$ cat src/rtl/sha256_pkg.sv
// Shared SHA-256 message-schedule definitions: FSM state type, round bound and
// the small sigma functions used by the W expansion.
package sha256_pkg;

    localparam int ROUNDS_MAX = 64;

    typedef enum logic [1:0] {
        IDLE,
        LOAD,
        EXPAND,
        DRAIN
    } state_t;

    function automatic logic [31:0] sigma0(input logic [31:0] x);
        return {x[6:0], x[31:7]} ^ {x[17:0], x[31:18]} ^ {3'b000, x[31:3]};
    endfunction

    function automatic logic [31:0] sigma1(input logic [31:0] x);
        return {x[16:0], x[31:17]} ^ {x[18:0], x[31:19]} ^ {10'b0, x[31:10]};
    endfunction

endpackage

$ cat src/rtl/sha256_wexp.sv
// Combinational W expansion: W_t = sigma1(W_t-2) + W_t-7 + sigma0(W_t-15) + W_t-16 mod 2^32.
module sha256_wexp
    import sha256_pkg::*;
(
    input  logic [31:0] w_m2,
    input  logic [31:0] w_m7,
    input  logic [31:0] w_m15,
    input  logic [31:0] w_m16,
    output logic [31:0] w_t
);

    always_comb begin
        w_t = sigma1(w_m2) + w_m7 + sigma0(w_m15) + w_m16;
    end

endmodule

$ cat src/rtl/sha256_wsched.sv
// SHA-256 message schedule generator: streams M_0..M_15 through, then expands to W_ROUNDS-1.
// Optional SHA256_WSCHED_TAP_EN adds the wtap port exposing the eight newest window words.
module sha256_wsched
    import sha256_pkg::*;
#(
    parameter int ROUNDS = 64
) (
    input  logic        clk,
    input  logic        rst,
    input  logic        start,
    input  logic [31:0] m_data,
    input  logic        m_valid,
    output logic        m_ready,
    output logic [31:0] w_data,
    output logic [5:0]  w_idx,
    output logic        w_valid,
    input  logic        w_ready,
    output logic        busy,
    output logic        done
`ifdef SHA256_WSCHED_TAP_EN
    ,
    output logic [31:0] wtap [0:7]
`endif
);

    localparam int TW = $clog2(ROUNDS_MAX + 1);
    localparam logic [TW-1:0] T_LOAD_LAST = TW'(15);
    localparam logic [TW-1:0] T_LAST      = TW'(ROUNDS - 1);

    state_t        state;
    logic [TW-1:0] t;
    logic [31:0]   win [0:16-1];
    logic [31:0]   w_exp;
    logic [31:0]   w_next;
    logic          can_adv;
    logic          produce;

    // win[0] always holds the most recently produced word, i.e. W_t-1
    sha256_wexp u_wexp (
        .w_m2  (win[1]),
        .w_m7  (win[6]),
        .w_m15 (win[14]),
        .w_m16 (win[15]),
        .w_t   (w_exp)
    );

    always_comb begin
        can_adv = !w_valid || w_ready;
        m_ready = (state == LOAD) && can_adv;
        produce = ((state == LOAD) && m_valid && can_adv) ||
                  ((state == EXPAND) && can_adv);
        w_next  = (state == LOAD) ? m_data : w_exp;
        busy    = (state != IDLE);
    end

    always_ff @(posedge clk) begin
        if (rst) begin
            state   <= IDLE;
            t       <= '0;
            w_valid <= 1'b0;
            done    <= 1'b0;
            w_data  <= '0;
            w_idx   <= '0;
            for (int i = 0; i < 16; i++) begin
                win[i] <= '0;
            end
        end else begin
            done <= 1'b0;

            if (produce) begin
                w_data  <= w_next;
                w_idx   <= t[5:0];
                w_valid <= 1'b1;
                win[0]  <= w_next;
                for (int i = 1; i < 16; i++) begin
                    win[i] <= win[i-1];
                end
                t <= t + 1'b1;
            end else if (w_valid && w_ready) begin
                w_valid <= 1'b0;
            end

            case (state)
                IDLE: begin
                    if (start) begin
                        state <= LOAD;
                        t     <= '0;
                    end
                end
                LOAD: begin
                    if (produce && (t == T_LOAD_LAST)) begin
                        state <= EXPAND;
                    end
                end
                EXPAND: begin
                    if (produce && (t == T_LAST)) begin
                        state <= DRAIN;
                    end
                end
                DRAIN: begin
                    if (w_valid && w_ready) begin
                        done  <= 1'b1;
                        state <= IDLE;
                    end
                end
                default: state <= IDLE;
            endcase
        end
    end

`ifdef SHA256_WSCHED_TAP_EN
    always_comb begin
        for (int i = 0; i < 8; i++) begin
            wtap[i] = win[i];
        end
    end
`endif

endmodule

$ cat config.mk
export PLATFORM = sky130hd
export DESIGN_NAME = sha256_wsched
export DESIGN_NICKNAME = d
export VERILOG_FILES = /design/src/rtl/sha256_pkg.sv /design/src/rtl/sha256_wexp.sv /design/src/rtl/sha256_wsched.sv
export SDC_FILE = /design/constraint.sdc
export NUM_CORES = 1
export LEC_CHECK = 0
export ABC_AREA = 1
export CAP_MARGIN = 40
export CORE_ASPECT_RATIO = 1.4
export CORE_MARGIN = 4
export CORE_UTILIZATION = 45
export CTS_CLUSTER_SIZE = 28
export DETAILED_ROUTE_END_ITERATION = 8
export GPL_ROUTABILITY_DRIVEN = 0
export PLACE_DENSITY = 0.62
export SLEW_MARGIN = 20
export SYNTH_ARGS = -nofsm -noshare
export SYNTH_HDL_FRONTEND = slang
export SYNTH_HIERARCHICAL = 1
export SYNTH_SLANG_ARGS = --single-unit
export TNS_END_PERCENT = 1
$ cat constraint.sdc
create_clock -name clk -period 21.9 [get_ports clk]
set_clock_uncertainty 0.2 [all_clocks]
set_input_delay 5.475 -clock clk [delete_from_list [all_inputs] [get_ports clk]]
set_output_delay 5.475 -clock clk [all_outputs]
set_load 0.005 [all_outputs]
==> flow_summary.toml, run 1 <==
[placement]
dp.cells = 3414
portBuffers = 78
dp_hpwl_um = 38900

[timing]
finalSetupViolCount = 0
period_needed_ns = 12.37
finalSetupTns_ns = 0
rsz0062_at_grt = "no"
fmax_ghz = 0.0809
slew_headroom_pct = 20.4
slew_violations = 0
hold_violations = 0
fin_crit_sh_pct = 56.5
worst_pin_slew_ns = 1.19

[clock_tree]
root_buffer = "clkbuf_16"
cts_resized = 0
htree_num_levels = 2
clk_pin_slew_ns = 0.06
worstSkewPairLatency_ns = 0.61
cts_made_buffers = 53
postCtsSetupBuffers = 0
clock-sinks = 561
cts_buffer_depth = 3
cts_tree = "built"
cts_hold_buf = 0

[route]
drt_iter0_markers = 944
ant_nets = 0
drc_errors = 0
dr.pass1.iters = 5
via_per_inst = 4.54
drt-total-wl_um = 54800
vias = 16000
post_drt_wl_per_cell_um = 15.6

[worst_hold_path]
min_path_type = "flip-flop to flip-flop"

[floorplanning]
die_w_um = 217
initial_core_util_pct = 45.4
die-height_um = 301
ios = 79
rows = 107
die-area_sq_um = 65300
coreArea_sq_um = 60800

[global_routing]
grt_usage_pct = 16.9
grt_max_degree = 196
grt_pass1_wl_um = 86900
grt_pass1_vias = 16100
antenna_found_initial = 0
grt-ovfl-total = 0

[logic_synthesis]
syn_area_per_cell_sq_um = 10.7
synth_ff_type = "edfxtp_1"
syn-cell-area_sq_um = 27600
ys_async_sr_fraction_pct = 0
synth.top_cell.area_share_pct = 55.8
synth.yosys.seq_area_share_pct = 59.3
synth_edf_count = 512
ys.warnings.count = 6
yosysMostFrequentCell = "inv_1"
synth_cells = 2569
synthTopCellsByArea = "edfxtp_1, inv_1, nor2_2"
synth_cell_types = 40
synth_common_cells = "inv_1, edfxtp_1, nor2_1"
yosysTopAreaCell = "edfxtp_1"
ys_ff_latch = 561
mappedNetlistNets = 2705

[critical_path]
worstPathRequired_ns = 16.23
critPathKind = "primary input to primary output"
worst_setup_path_end_kind = "primary output"
cp_max_fo = 2
cp-start-kind = "primary input"
worstPathArrival_ns = 6.69

[finish]
layoutNonFillerInstCount = 3514
diodes = 0
area_growth_pct = 12.1
fin_util_pct = 50.9
nets = 2790
drive_gt1_share_pct = 14.2

[outcome]
status = "finished, final reports clean"

[job]
drv_cap = 0
## layout by cell type (no fill, tap or decap), drive strengths merged, types with 3 or more instances in the layout
master	synthesis	final
nor3	7	7
nand4	4	4
nand2	257	257
dfxtp	49	49
a31o	32	32
xnor2	66	66
fa	62	62
a21oi	24	24
xor2	70	70
nand3	35	35
ha	37	37
buf	48	22
clkinv	0	21
o21ai	10	10
mux2i	32	32
clkbuf	21	69
clkdlybuf4s50	0	77
inv	732	735
edfxtp	512	512
nor2	564	564
o21bai	3	3
bufinv	0	4
## sequential cells by signal (all words and copies together), names as in the netlist
signal	cells
w_valid	1
w_idx	6
t	7
state	2
w_data	32
win	512
done	1
## stage by stage
| step | hold slack, ns | setup WS [ns] | area [sq um] |
|---|---|---|---|
| 2_1_floorplan | 0.247 | 3.69 | 27600 |
| 3_3_place_gp | 0.256 | 9.46 | 28900 |
| 3_5_place_dp | 0.258 | 9.52 | 29100 |
| 4_1_cts | 0.268 | 9.53 | 30900 |
| 5_1_grt | 0.284 | 9.49 | 30900 |
| 6_report | 0.265 | 9.53 | 30900 |
## routing by layer
layer	share of wire (%)	routed length (um)	track usage (%)
met1	41	22400	20.8
met2	52	28300	30.4
met4	4.0	2180	6.35
met5	0	0	0
met3	3.5	1930	2.30
## logic make-up (layout without fill, tap and decap cells)
group / Yosys count / after routing / share of synthesized area, %
and+or+nand+nor: 868 / 868 / 15.2
DFF: 561 / 561 / 59.3
buffers and inverters: 801 / 929 / 12.0
xor gates and xnor gates: 136 / 136 / 4.32
AOI/OAI and AO/OA: 72 / 72 / 1.85
muxes: 32 / 32 / 1.16
adders and majority gates: 99 / 99 / 6.18
## path summary, 6_finish.rpt
kind,start,endpoint,slack [ns],cells after the start
setup / recovery,w_ready,m_ready,9.53,4
hold / removal,w_idx[0]$_SDFFE_PP0P_,w_idx[0]$_SDFFE_PP0P_,0.26,2
setup reg to reg,win[1][200]$_SDFFCE_PP0P_,w_data[29]$_SDFFE_PP0P_,17.14,18
hold reg to reg,w_idx[0]$_SDFFE_PP0P_,w_idx[0]$_SDFFE_PP0P_,0.26,2
## worst max-delay path, stage by stage
cell             delay, ns
clkdlybuf4s50_1       0.47
inv_1                 0.07
a21boi_0              0.15
clkdlybuf4s50_1       0.52
## layout make-up
type                            count  area (sq um)
Fill cell                        5525         29900
Sequential cell                   561         16400
Multi-Input combinational cell   1207          7930
Inverter                          732          2750
Clock buffer                       69          1480
Timing Repair Buffer               99          1110
Tap cell                          817          1020
Clock inverter                     29           272
Power of run 1 is not shown: default switching activity piles up to over one toggle a cycle in this logic, so the estimate is an artifact.
==> run 2: changes to the inputs <==
==> constraint.sdc (replaced) <==
create_clock -name clk -period 12.2 [get_ports clk]
set_clock_uncertainty 0.2 [all_clocks]
set_input_delay 3.05 -clock clk [delete_from_list [all_inputs] [get_ports clk]]
set_output_delay 3.05 -clock clk [all_outputs]
set_load 0.005 [all_outputs]
==> run 2 against run 1 <==
Setup slack worse by 4.9 ns; first-iteration DRC count up 12%; flip-flop and latch count unchanged; die area unchanged; global-route usage up 0.17 points; register-to-register slack worse by 9.6 ns; hold slack about the same; critical path depth unchanged; non-clock buffer count down 5; cell count down 0.14%; critical endpoint unchanged; highest routed layer unchanged.
==> flow_summary.toml, run 2 (synthesized netlist as in run 1, its figures left out) <==
[finish]
final-seq-area_sq_um = 16400
largest_reg_flops = 512
layout_common_cells = "inv_1, edfxtp_1, nor2_1, nand2_1, nor2_2"
fin_util_pct = 50.6
nets = 2785
multi_input_area_sq_um = 7930
diodes = 0
drive_gt1_share_pct = 13.9
top_regs = "win (512), w_data (32), t (7)"
area_growth_pct = 11.6
fill_cells = 5514
mostFrequentLayoutCell = "inv_1"
top_register = "win"

[critical_path]
critPathBufInv = 3
cp_max_fo = 2
worst_setup_path_end_kind = "primary output"
cpMaxStageDelayCell = "clkdlybuf4s50_1"
worstPathRequired_ns = 8.95
slowest_delay_ns = 0.53
cpMostUsedCell = "clkdlybuf4s50_1"
critPathKind = "primary input to primary output"
worstPathArrival_ns = 4.28
cp-start-kind = "primary input"
crit_path_cell_trace = "clkdlybuf4s50_1 -> inv_1 -> a21boi_0 -> clkdlybuf4s50_1"
crit_family = "buffers and inverters"

[worst_hold_path]
min_path_type = "flip-flop to flip-flop"

[clock_tree]
clk_pin_slew_ns = 0.06
postCtsSetupBuffers = 0
root_buffer = "clkbuf_16"
cts_hold_buf = 0
cts_made_buffers = 53
cts_buffer_depth = 3
worstSkewPairLatency_ns = 0.61
cts_tree = "built"
cts_resized = 0
clock-sinks = 561
htree_num_levels = 2

[floorplanning]
die-height_um = 301
rows = 107
initial_core_util_pct = 45.4
coreArea_sq_um = 60800
die_w_um = 217
die-area_sq_um = 65300
ios = 79

[placement]
dp_hpwl_um = 38800
portBuffers = 78

[timing]
fmax_ghz = 0.133
finalSetupViolCount = 0
worst_pin_slew_ns = 1.08
finalSetupTns_ns = 0
fin_crit_sh_pct = 61.7
period_needed_ns = 7.53
rsz0062_at_grt = "no"
hold_violations = 0
slew_violations = 0
slew_headroom_pct = 27.7

[route]
vias = 15900
post_drt_wl_per_cell_um = 15.7
ant_nets = 0
drt_iter0_markers = 1061
dr.pass1.iters = 7
drc_errors = 0
via_per_inst = 4.52
drt-total-wl_um = 55000

[global_routing]
grt-ovfl-total = 0
grt_max_degree = 178
grt_pass1_vias = 16300
grt_usage_pct = 17.1
grt_pass1_wl_um = 87500
antenna_found_initial = 0

[outcome]
status = "finished, final reports clean"

[job]
drv_cap = 0
## run 2: cell types whose count changed in the layout (fill, tap and decap cells not counted), sizes merged
cell and change:
clkinvlp -1, inv -1, buf -5, bufinv -1, clkbuf +3
## run 2: worst paths after layout
kind | cells after the start | from | end | slack, ns
worst max-delay path | 4 | w_ready | m_ready | 4.67
worst min-delay path | 2 | w_idx[0]$_SDFFE_PP0P_ | w_idx[0]$_SDFFE_PP0P_ | 0.26
worst max register to register | 18 | win[1][211]$_SDFFCE_PP0P_ | w_data[21]$_SDFFE_PP0P_ | 7.57
worst min register to register | 2 | w_idx[0]$_SDFFE_PP0P_ | w_idx[0]$_SDFFE_PP0P_ | 0.26
## run 2: worst register-to-register path: cells and delay by family (launching register included)
kind                       cells  cell delay (ns)
and+or+nand+nor                9             0.94
muxes                          1             0.25
buffers and inverters          1             0.04
xor gates and xnor gates       2             0.58
DFF                            1             0.60
adders and majority gates      4             1.73
AOI/OAI and AO/OA              1             0.20
## run 2: final cells by class
cell class                      instances  area share, %
Clock buffer                           72           4.71
Inverter                              732           8.94
Clock inverter                         26          0.756
Tap cell                              817           3.32
Timing Repair Buffer                   94           3.31
Sequential cell                       561           53.2
Multi-Input combinational cell       1207           25.8
## run 2: through the flow
stage	std cells	worst slack, ns	hold slack, ns	cell area (sq um)
2_1_floorplan	2569	1.68	0.247	27600
3_3_place_gp	3406	4.61	0.256	29000
3_5_place_dp	3410	4.68	0.262	29100
4_1_cts	3508	4.67	0.271	30700
5_1_grt	3509	4.60	0.285	30800
6_report	3509	4.67	0.264	30800
## run 2: layer usage
metal  vias to the layer above  GRT usage (%)  part of all wire, %
li1                       7889              -                    -
met1                      7596           21.1                   40
met2                       291           30.8                   52
met3                        99           2.26                  3.7
met4                         0           6.09                  3.7
met5                         -              0                    0
Power of run 2 is left out for the same reason.
